### src/rtl/serial_arith_pkg.sv
// Shared encodings for the bit-serial arithmetic blocks.
// The FSM state constants and default width live here.
package serial_arith_pkg;

    localparam logic [1:0] ST_IDLE = 2'd0;
    localparam logic [1:0] ST_RUN  = 2'd1;
    localparam logic [1:0] ST_DONE = 2'd2;

    localparam int SERIAL_W_DEF = 4;

    // IDLE and DONE are the only states in which a new operation may be captured.
    function automatic logic state_accepts(input logic [1:0] st);
        return (st == ST_IDLE) || (st == ST_DONE);
    endfunction

endpackage

### src/rtl/full_subtractor.sv
// Combinational 1-bit full-subtractor cell: d = a - b - bin with borrow out.
// Dual of the full-adder cell; usable in a ripple-borrow chain as well.
module full_subtractor (
    input  logic a,
    input  logic b,
    input  logic bin,
    output logic d,
    output logic bout
);

    assign d    = a ^ b ^ bin;
    assign bout = (~a & b) | (~(a ^ b) & bin);

endmodule

### src/rtl/serial_subtractor.sv
// Bit-serial unsigned subtractor, LSB first, one bit per clock through a single
// full-subtractor cell; start/done handshake, results held until the next DONE.
module serial_subtractor
    import serial_arith_pkg::*;
#(
    parameter  int WIDTH = SERIAL_W_DEF,
    localparam int CNT_W = $clog2(WIDTH + 1)
) (
    input  logic             clk,
    input  logic             rst_n,
    input  logic             start,
    input  logic [WIDTH-1:0] a,
    input  logic [WIDTH-1:0] b,
    input  logic             bin,
    output logic             busy,
    output logic             done,
    output logic [WIDTH-1:0] diff,
    output logic             bout,
    output logic             zero
);

    localparam logic [CNT_W-1:0] CNT_LAST = CNT_W'(WIDTH - 1);

    logic [1:0]       state_q, state_d;
    logic [CNT_W-1:0] cnt_q, cnt_d;
    // Minuend shifts out of the LSB while result bits enter at the MSB,
    // so one register serves as both operand and result shift register.
    logic [WIDTH-1:0] ar_q, ar_d;
    logic [WIDTH-1:0] b_q, b_d;
    logic             br_q, br_d;
    logic             busy_q, busy_d;
    logic             done_q, done_d;
    logic [WIDTH-1:0] diff_q, diff_d;
    logic             bout_q, bout_d;
    logic             zero_q, zero_d;

    logic             fs_d_s;
    logic             fs_bout_s;
    logic             accept_s;
    logic [WIDTH-1:0] shifted_s;

    full_subtractor u_fs (
        .a    (ar_q[0]),
        .b    (b_q[0]),
        .bin  (br_q),
        .d    (fs_d_s),
        .bout (fs_bout_s)
    );

    assign accept_s  = start && state_accepts(state_q);
    assign shifted_s = {fs_d_s, ar_q[WIDTH-1:1]};

    // Next-state, datapath shift and result-latch logic.
    always_comb begin
        state_d = state_q;
        cnt_d   = cnt_q;
        ar_d    = ar_q;
        b_d     = b_q;
        br_d    = br_q;
        diff_d  = diff_q;
        bout_d  = bout_q;
        zero_d  = zero_q;
        case (state_q)
            ST_IDLE, ST_DONE: begin
                if (accept_s) begin
                    ar_d    = a;
                    b_d     = b;
                    br_d    = bin;
                    cnt_d   = {CNT_W{1'b0}};
                    state_d = ST_RUN;
                end else begin
                    state_d = ST_IDLE;
                end
            end
            ST_RUN: begin
                ar_d  = shifted_s;
                b_d   = {1'b0, b_q[WIDTH-1:1]};
                br_d  = fs_bout_s;
                cnt_d = cnt_q + CNT_W'(1);
                if (cnt_q == CNT_LAST) begin
                    state_d = ST_DONE;
                    diff_d  = shifted_s;
                    bout_d  = fs_bout_s;
                    zero_d  = (shifted_s == {WIDTH{1'b0}});
                end else begin
                    state_d = ST_RUN;
                end
            end
            default: begin
                state_d = ST_IDLE;
            end
        endcase
        busy_d = (state_d == ST_RUN);
        done_d = (state_d == ST_DONE);
    end

    // State and datapath registers; reset aborts any operation in flight.
    always_ff @(posedge clk or negedge rst_n) begin
        if (!rst_n) begin
            state_q <= ST_IDLE;
            cnt_q   <= {CNT_W{1'b0}};
            ar_q    <= {WIDTH{1'b0}};
            b_q     <= {WIDTH{1'b0}};
            br_q    <= 1'b0;
            busy_q  <= 1'b0;
            done_q  <= 1'b0;
            diff_q  <= {WIDTH{1'b0}};
            bout_q  <= 1'b0;
            zero_q  <= 1'b0;
        end else begin
            state_q <= state_d;
            cnt_q   <= cnt_d;
            ar_q    <= ar_d;
            b_q     <= b_d;
            br_q    <= br_d;
            busy_q  <= busy_d;
            done_q  <= done_d;
            diff_q  <= diff_d;
            bout_q  <= bout_d;
            zero_q  <= zero_d;
        end
    end

    assign busy = busy_q;
    assign done = done_q;
    assign diff = diff_q;
    assign bout = bout_q;
    assign zero = zero_q;

endmodule
### config.mk
export PLATFORM = sky130hd
export DESIGN_NAME = serial_subtractor
export DESIGN_NICKNAME = d
export VERILOG_FILES = /design/src/rtl/serial_arith_pkg.sv /design/src/rtl/full_subtractor.sv /design/src/rtl/serial_subtractor.sv
export SDC_FILE = /design/constraint.sdc
export NUM_CORES = 1
export LEC_CHECK = 0
export CORE_ASPECT_RATIO = 0.6
export CORE_UTILIZATION = 30
export CTS_CLUSTER_DIAMETER = 60
export DETAILED_ROUTE_END_ITERATION = 6
export HOLD_SLACK_MARGIN = 0.08
export PLACE_DENSITY = 0.54
export SETUP_SLACK_MARGIN = 0.4
export SLEW_MARGIN = 20
export SYNTH_ARGS = -nofsm -noshare
export SYNTH_HDL_FRONTEND = slang
export SYNTH_SLANG_ARGS = --single-unit
### constraint.sdc
create_clock -name clk -period 1.6 [get_ports clk]
set_input_delay 0.32 -clock clk [delete_from_list [all_inputs] [get_ports clk]]
set_output_delay 0.32 -clock clk [all_outputs]
set_load 0.01 [all_outputs]
# Word-level counts from Yosys, hierarchy flattened
# Cells that the tools add are included.
[word_totals] elab_cells=43 output_inout_bits=8 register_bits=22
[classes] n_mux=11 bitwise=7 n_eq_ne=6 n_reduce_logical=8 addsub=1
[op_table] op="4-bit case mux with 2 select lines" n=2
[op_table] op="4-bit two-way mux" n=2
[op_table] op="3-bit case mux with 2 select lines" n=1
[op_table] op="2-bit by 1-bit == test with 1-bit output, second input constant" n=2
[op_table] op="2-bit == test, second input constant" n=2
[op_table] op="4-bit zero test" n=1
[op_table] op="2-bit case mux with 2 select lines" n=1
[op_table] op="2-bit AND reduction" n=2
[op_table] op="3-bit by 1-bit adder with 3-bit output, second input constant" n=1
[op_table] op="3-bit by 2-bit == test with 1-bit output, second input constant" n=1
[op_table] op="3-bit two-way mux" n=1
[op_table] op="1-bit AND" n=2
[op_table] op="2-bit zero test" n=1
[op_table] op="1-bit two-way mux" n=2
[op_table] op="2-bit two-way mux" n=1
[op_table] op="2-bit inequality test, second input constant" n=1
[op_table] op="1-bit NOT" n=2
[op_table] op="1-bit case mux with 2 select lines" n=1
[op_table] op="2-bit nonzero test" n=1
[op_table] op="2-bit OR reduction" n=1
[op_table] op="1-bit bitwise XOR" n=2
[op_table] op="1-bit logical AND" n=1
[op_table] op="1-bit logical OR" n=1
[op_table] op="1-bit OR" n=1

# Longest topological paths before layout
[depth] depth_word=6 ltp_mapped=6

# By module
# A second synthesis with hierarchy kept.
[unflattened] hier_cells=90 hier_area_um2=1076.0
[by_module_without_submodules] module="serial_subtractor" area_per_inst_um2=1044.8 instances=1 cells_each=86
[by_module_without_submodules] module="full_subtractor" area_per_inst_um2=31.3 instances=1 cells_each=4

# Worst setup path before layout
# No wires, ideal clock.
[synth_path] path_kind="flip-flop to flip-flop" from="register b_q[0]" to="register zero_q (netlist: zero)" required_ns=1.524 n_path_buf=0 slack_ns=0.074 t_arrival_ns=1.450 path_stages_with_launch=5 cell_sequence="dfrtp_1 -> inv_1 -> fa_1 -> or4_1 -> o21ai_1"
[synth_between] elab_chain_len=3
[synth_rtl] element="start, declared" line_no="serial_subtractor.sv:29" source="logic [WIDTH-1:0] b_q, b_d;"
[synth_rtl] element="start signal, assigned" line_no="serial_subtractor.sv:103" source="b_q <= {WIDTH{1'b0}};"
[synth_rtl] element="1-bit bitwise XOR (2 in series)" line_no="full_subtractor.sv:11" source="assign d = a ^ b ^ bin;"
[synth_rtl] element="net fs_d_s" line_no="serial_subtractor.sv:37" source="logic fs_d_s;"
[synth_rtl] element="4-bit zero test" line_no="serial_subtractor.sv:84" source="zero_d = (shifted_s == {WIDTH{1'b0}});"
[synth_rtl] element="end signal, assigned" line_no="serial_subtractor.sv:120" source="zero_q <= zero_d;"
[synth_rtl] element="end, declared" line_no="serial_subtractor.sv:35" source="logic zero_q, zero_d;"
# The timed path passes the listed nets, and every way through them passes these cells.
# A chain may end at the register's enable or synchronous reset.

# Worst setup path in the final report
[layout_path] from="register br_q" to="register zero_q (netlist: zero)"
[layout_between] elab_chain_len=2
[layout_rtl] element="start, declared" line_no="serial_subtractor.sv:30" source="logic br_q, br_d;"
[layout_rtl] element="start signal, assigned" line_no="serial_subtractor.sv:115" source="br_q <= br_d;"
[layout_rtl] element="1-bit bitwise XOR" line_no="full_subtractor.sv:11"
[layout_rtl] element="net fs_d_s" line_no="serial_subtractor.sv:37"
[layout_rtl] element="4-bit zero test" line_no="serial_subtractor.sv:84"
# The timed path passes the listed nets, and every way through them passes these cells.

==> key figures <==
Outcome
  • Run status: complete, no violations

Global route
  • Initial antenna violation count: 0
  • First-pass GRT wire length: 3933 um
  • Overall routing resource usage: 0.1370
  • Largest net degree at the start of global routing: 23
  • Total congestion overflow: 0
  • Number of global-route vias before repair: 784

Power and ir drop
  • Reg power frac: 0.364
  • Switching pwr: 1.038 mW
  • Peak supply drop: 0.6546 mV
  • Switching share of power: 0.3599
  • P_leak: 0.6989 nW
  • Power Internal: 1.846 mW
  • Combinational Power Share: 0.518
  • Clk network pwr share: 0.118
  • Power Dens Cells: 1874 nW/um^2

Synth
  • Register area share after synthesis: 0.5063
  • EDFF count, synth: 0
  • Post-synthesis cell type count: 22
  • Dominant synthesized flop cell: dfrtp_1
  • Synth warnings: 0
  • Ys async rst share: 1.000
  • Cell count after synthesis: 100
  • Mapped Nets: 115
  • Synthesized flop and latch total: 22
  • Count leader, synth: dfrtp_1
  • Mean area per synthesized cell: 10.87 um^2
  • Commonest cells post-synth: dfrtp_1, nand2_1, mux2i_1
  • Area leader, netlist: dfrtp_1
  • Post-synthesis cell area: 1087 um^2
  • Top-area cell type share of the netlist area: 0.5063
  • Ranking of synthesized cells by area: dfrtp_1, mux2i_1, a211oi_1, nand2_1, nor2b_1

Routing
  • Vias after detailed routing: 834
  • Routed WL: 2431 um
  • DRT Pass-1 Iters: 3
  • Met1 WL: 1249 um
  • Vias per cell: 4.633
  • Post-route ant nets: 0
  • Metal2 WL: 1071 um
  • Remaining DRCs: 0
  • Top layer reached by signal wires: met4
  • Initial DRC count: 47
  • Routed WL per cell: 13.51 um
  • Met3 WL: 98 um

CTS
  • H-Tree Depth: 1
  • Hold-fix buffers at CTS: 0
  • Clk Latency, worst-skew pair: 260 ps
  • Clock Root Buffer: clkbuf_8
  • Clk slew on worst S/H paths: 80 ps
  • Total clock buffers created by CTS: 3
  • Clock sinks: 22
  • CTS tree: yes
  • Clk buf depth: 2

Critical path
  • CP max FO: 2
  • Reg2reg path depth: 4
  • Worst setup EP type: flip-flop
  • Critical Path AT: 1690 ps
  • Critical path class: flip-flop to flip-flop
  • Worst EP required: 1800 ps
  • Startpoint types: flip-flop

STA
  • Min cycle time layout: 1494 ps
  • PnR worst setup slack: 105.7 ps
  • Final hold slack: 412.8 ps
  • Setup TNS: 0 ps
  • Setup violators final: 0
  • Fin. max-slew vios: 0
  • Ratio of final minimum period to clock period: 0.9339
  • Final hold vios: 0
  • Clock skew: 3.079 ps
  • Fmax: 669.2 MHz
  • Worst-margin pin slew: 287.6 ps
  • RSZ-0062 raised after global routing: yes
  • Rel. slew slack: 0.8082

Final layout
  • Layout Nets: 152
  • Post-route insts no fill: 180
  • Area of the multi-input gates: 530.5 um^2
  • Area grow syn2layout: 41.54%
  • FF+latch area: 553.0 um^2
  • Fillers: 326
  • Antenna Cells: 0
  • Final instance area: 1539 um^2
  • Layout cells sized above 1: 0.3333

Placed design
  • # port buffers: 19
  • Placed cell count: 161
  • Final GP Congestion: 0.7137
  • Placed cell areas: 1336 um^2
  • DP Worst Slack: 102.7 ps
  • Dpl hpwl: 1457 um

Min path
  • Worst hold path class: input pin to async pin

Floorplanning
  • Die area: 3877 um^2
  • # rows: 16
  • Ports: 20
  • Floorplan die width: 79.72 um
  • Initial Util: 0.3233
  • DIE HEIGHT: 48.63 um
  • Floorplan core area: 3363 um^2

Flow run
  • Max Cap Violations: 0
[metal layers]
layer,GRT usage,vias up
li1,-,416
met1,0.1971,401
met2,0.1994,15
met3,0.04528,2
met4,0.02727,0
met5,0,-
[cells in the final DEF (no fill, tap or decap)]
| cell | instances |
|---|---|
| or4_4 | 1 |
| fa_2 | 1 |
| a22o_1 | 3 |
| nand3_1 | 1 |
| nand3b_4 | 1 |
| o21ai_0 | 2 |
| clkbuf_8 | 3 |
| nand3b_2 | 1 |
| ha_4 | 2 |
| buf_12 | 1 |
| a21oi_1 | 7 |
| dfrtp_1 | 20 |
| o21ai_2 | 1 |
| nand2_1 | 14 |
| buf_4 | 17 |
| buf_2 | 4 |
| mux2_2 | 2 |
| clkdlybuf4s50_1 | 10 |
| a21oi_2 | 1 |
| dlygate4sd2_1 | 1 |
| mux2_4 | 2 |
| bufbuf_16 | 1 |
| mux2i_1 | 9 |
| inv_2 | 3 |
| inv_1 | 2 |
| xnor2_1 | 1 |
| nor2_1 | 2 |
| clkdlybuf4s15_1 | 2 |
| clkbuf_2 | 2 |
| dfrtp_2 | 2 |
| a211oi_1 | 8 |
| nor2b_1 | 8 |
[flip-flops by register name, indices dropped and copies added, names as in the netlist]
| signal | flops |
|---|---|
| diff | 4 |
| state_q | 2 |
| done | 1 |
| b_q | 4 |
| zero | 1 |
| ar_q | 4 |
| br_q | 1 |
| bout | 1 |
| busy | 1 |
| cnt_q | 3 |
[critical path, stage by stage, from the launching register on]
cell and delay [ps]:
dfrtp_1 380, inv_2 70, fa_2 440, or4_4 430, o21ai_2 110
[cells by family after synthesis]
group | after synthesis | share of synthesized area
compound gates | 22 | 0.1300
xor+xnor | 1 | 0.008057
fa+ha+maj | 3 | 0.04142
buf+inv | 12 | 0.05868
flops | 22 | 0.5063
mux | 13 | 0.1243
simple gates | 27 | 0.1312
[final cells by class]
type / instances / share of cell area
clock buffers: 3 / 0.02683
multi-input cells: 67 / 0.3447
repair buffers: 38 / 0.2203
inverters: 5 / 0.01220
flip-flops and latches: 22 / 0.3593
well taps: 45 / 0.03659
[power groups by stage]
stage | Clock [mW] | Sequential (mW) | Combinational [mW]
3_3_place_gp | 0 | 1.04 | 1.13
5_1_grt | 0.375 | 1.09 | 1.66
6_report | 0.339 | 1.05 | 1.49
4_1_cts | 0.352 | 1.04 | 1.33
2_1_floorplan | 0 | 1.00 | 0.822
3_5_place_dp | 0 | 1.05 | 1.16
[stage by stage]
step / total power [mW] / utilization
2_1_floorplan: 1.826 / -
3_3_place_gp: 2.170 / 0.3973
3_5_place_dp: 2.204 / 0.3973
4_1_cts: 2.725 / 0.4382
5_1_grt: 3.122 / 0.4576
6_report: 2.884 / 0.4576
[path summary, 6_finish.rpt]
path | start | end | slack (ps)
hold reg to reg | diff[0] | diff[0] | 480
setup / recovery | br_q | zero | 110
min in group clk | diff[0] | diff[0] | 480
setup reg to reg | br_q | zero | 110
hold / removal | rst_n | cnt_q[2] | 410
max in group asynchronous | rst_n | state_q[1] | 940
[timing repair]
action / CTS / global route
pin swaps: 3 / 4
resized for setup: 28 / 11
buffers inserted: 5 / 9
setup endpoints to repair: 25 / 18
cloned: 2 / 0
endpoints found under the hold margin: 0 / 0
Note: power is estimated with default switching activity, not from simulation.
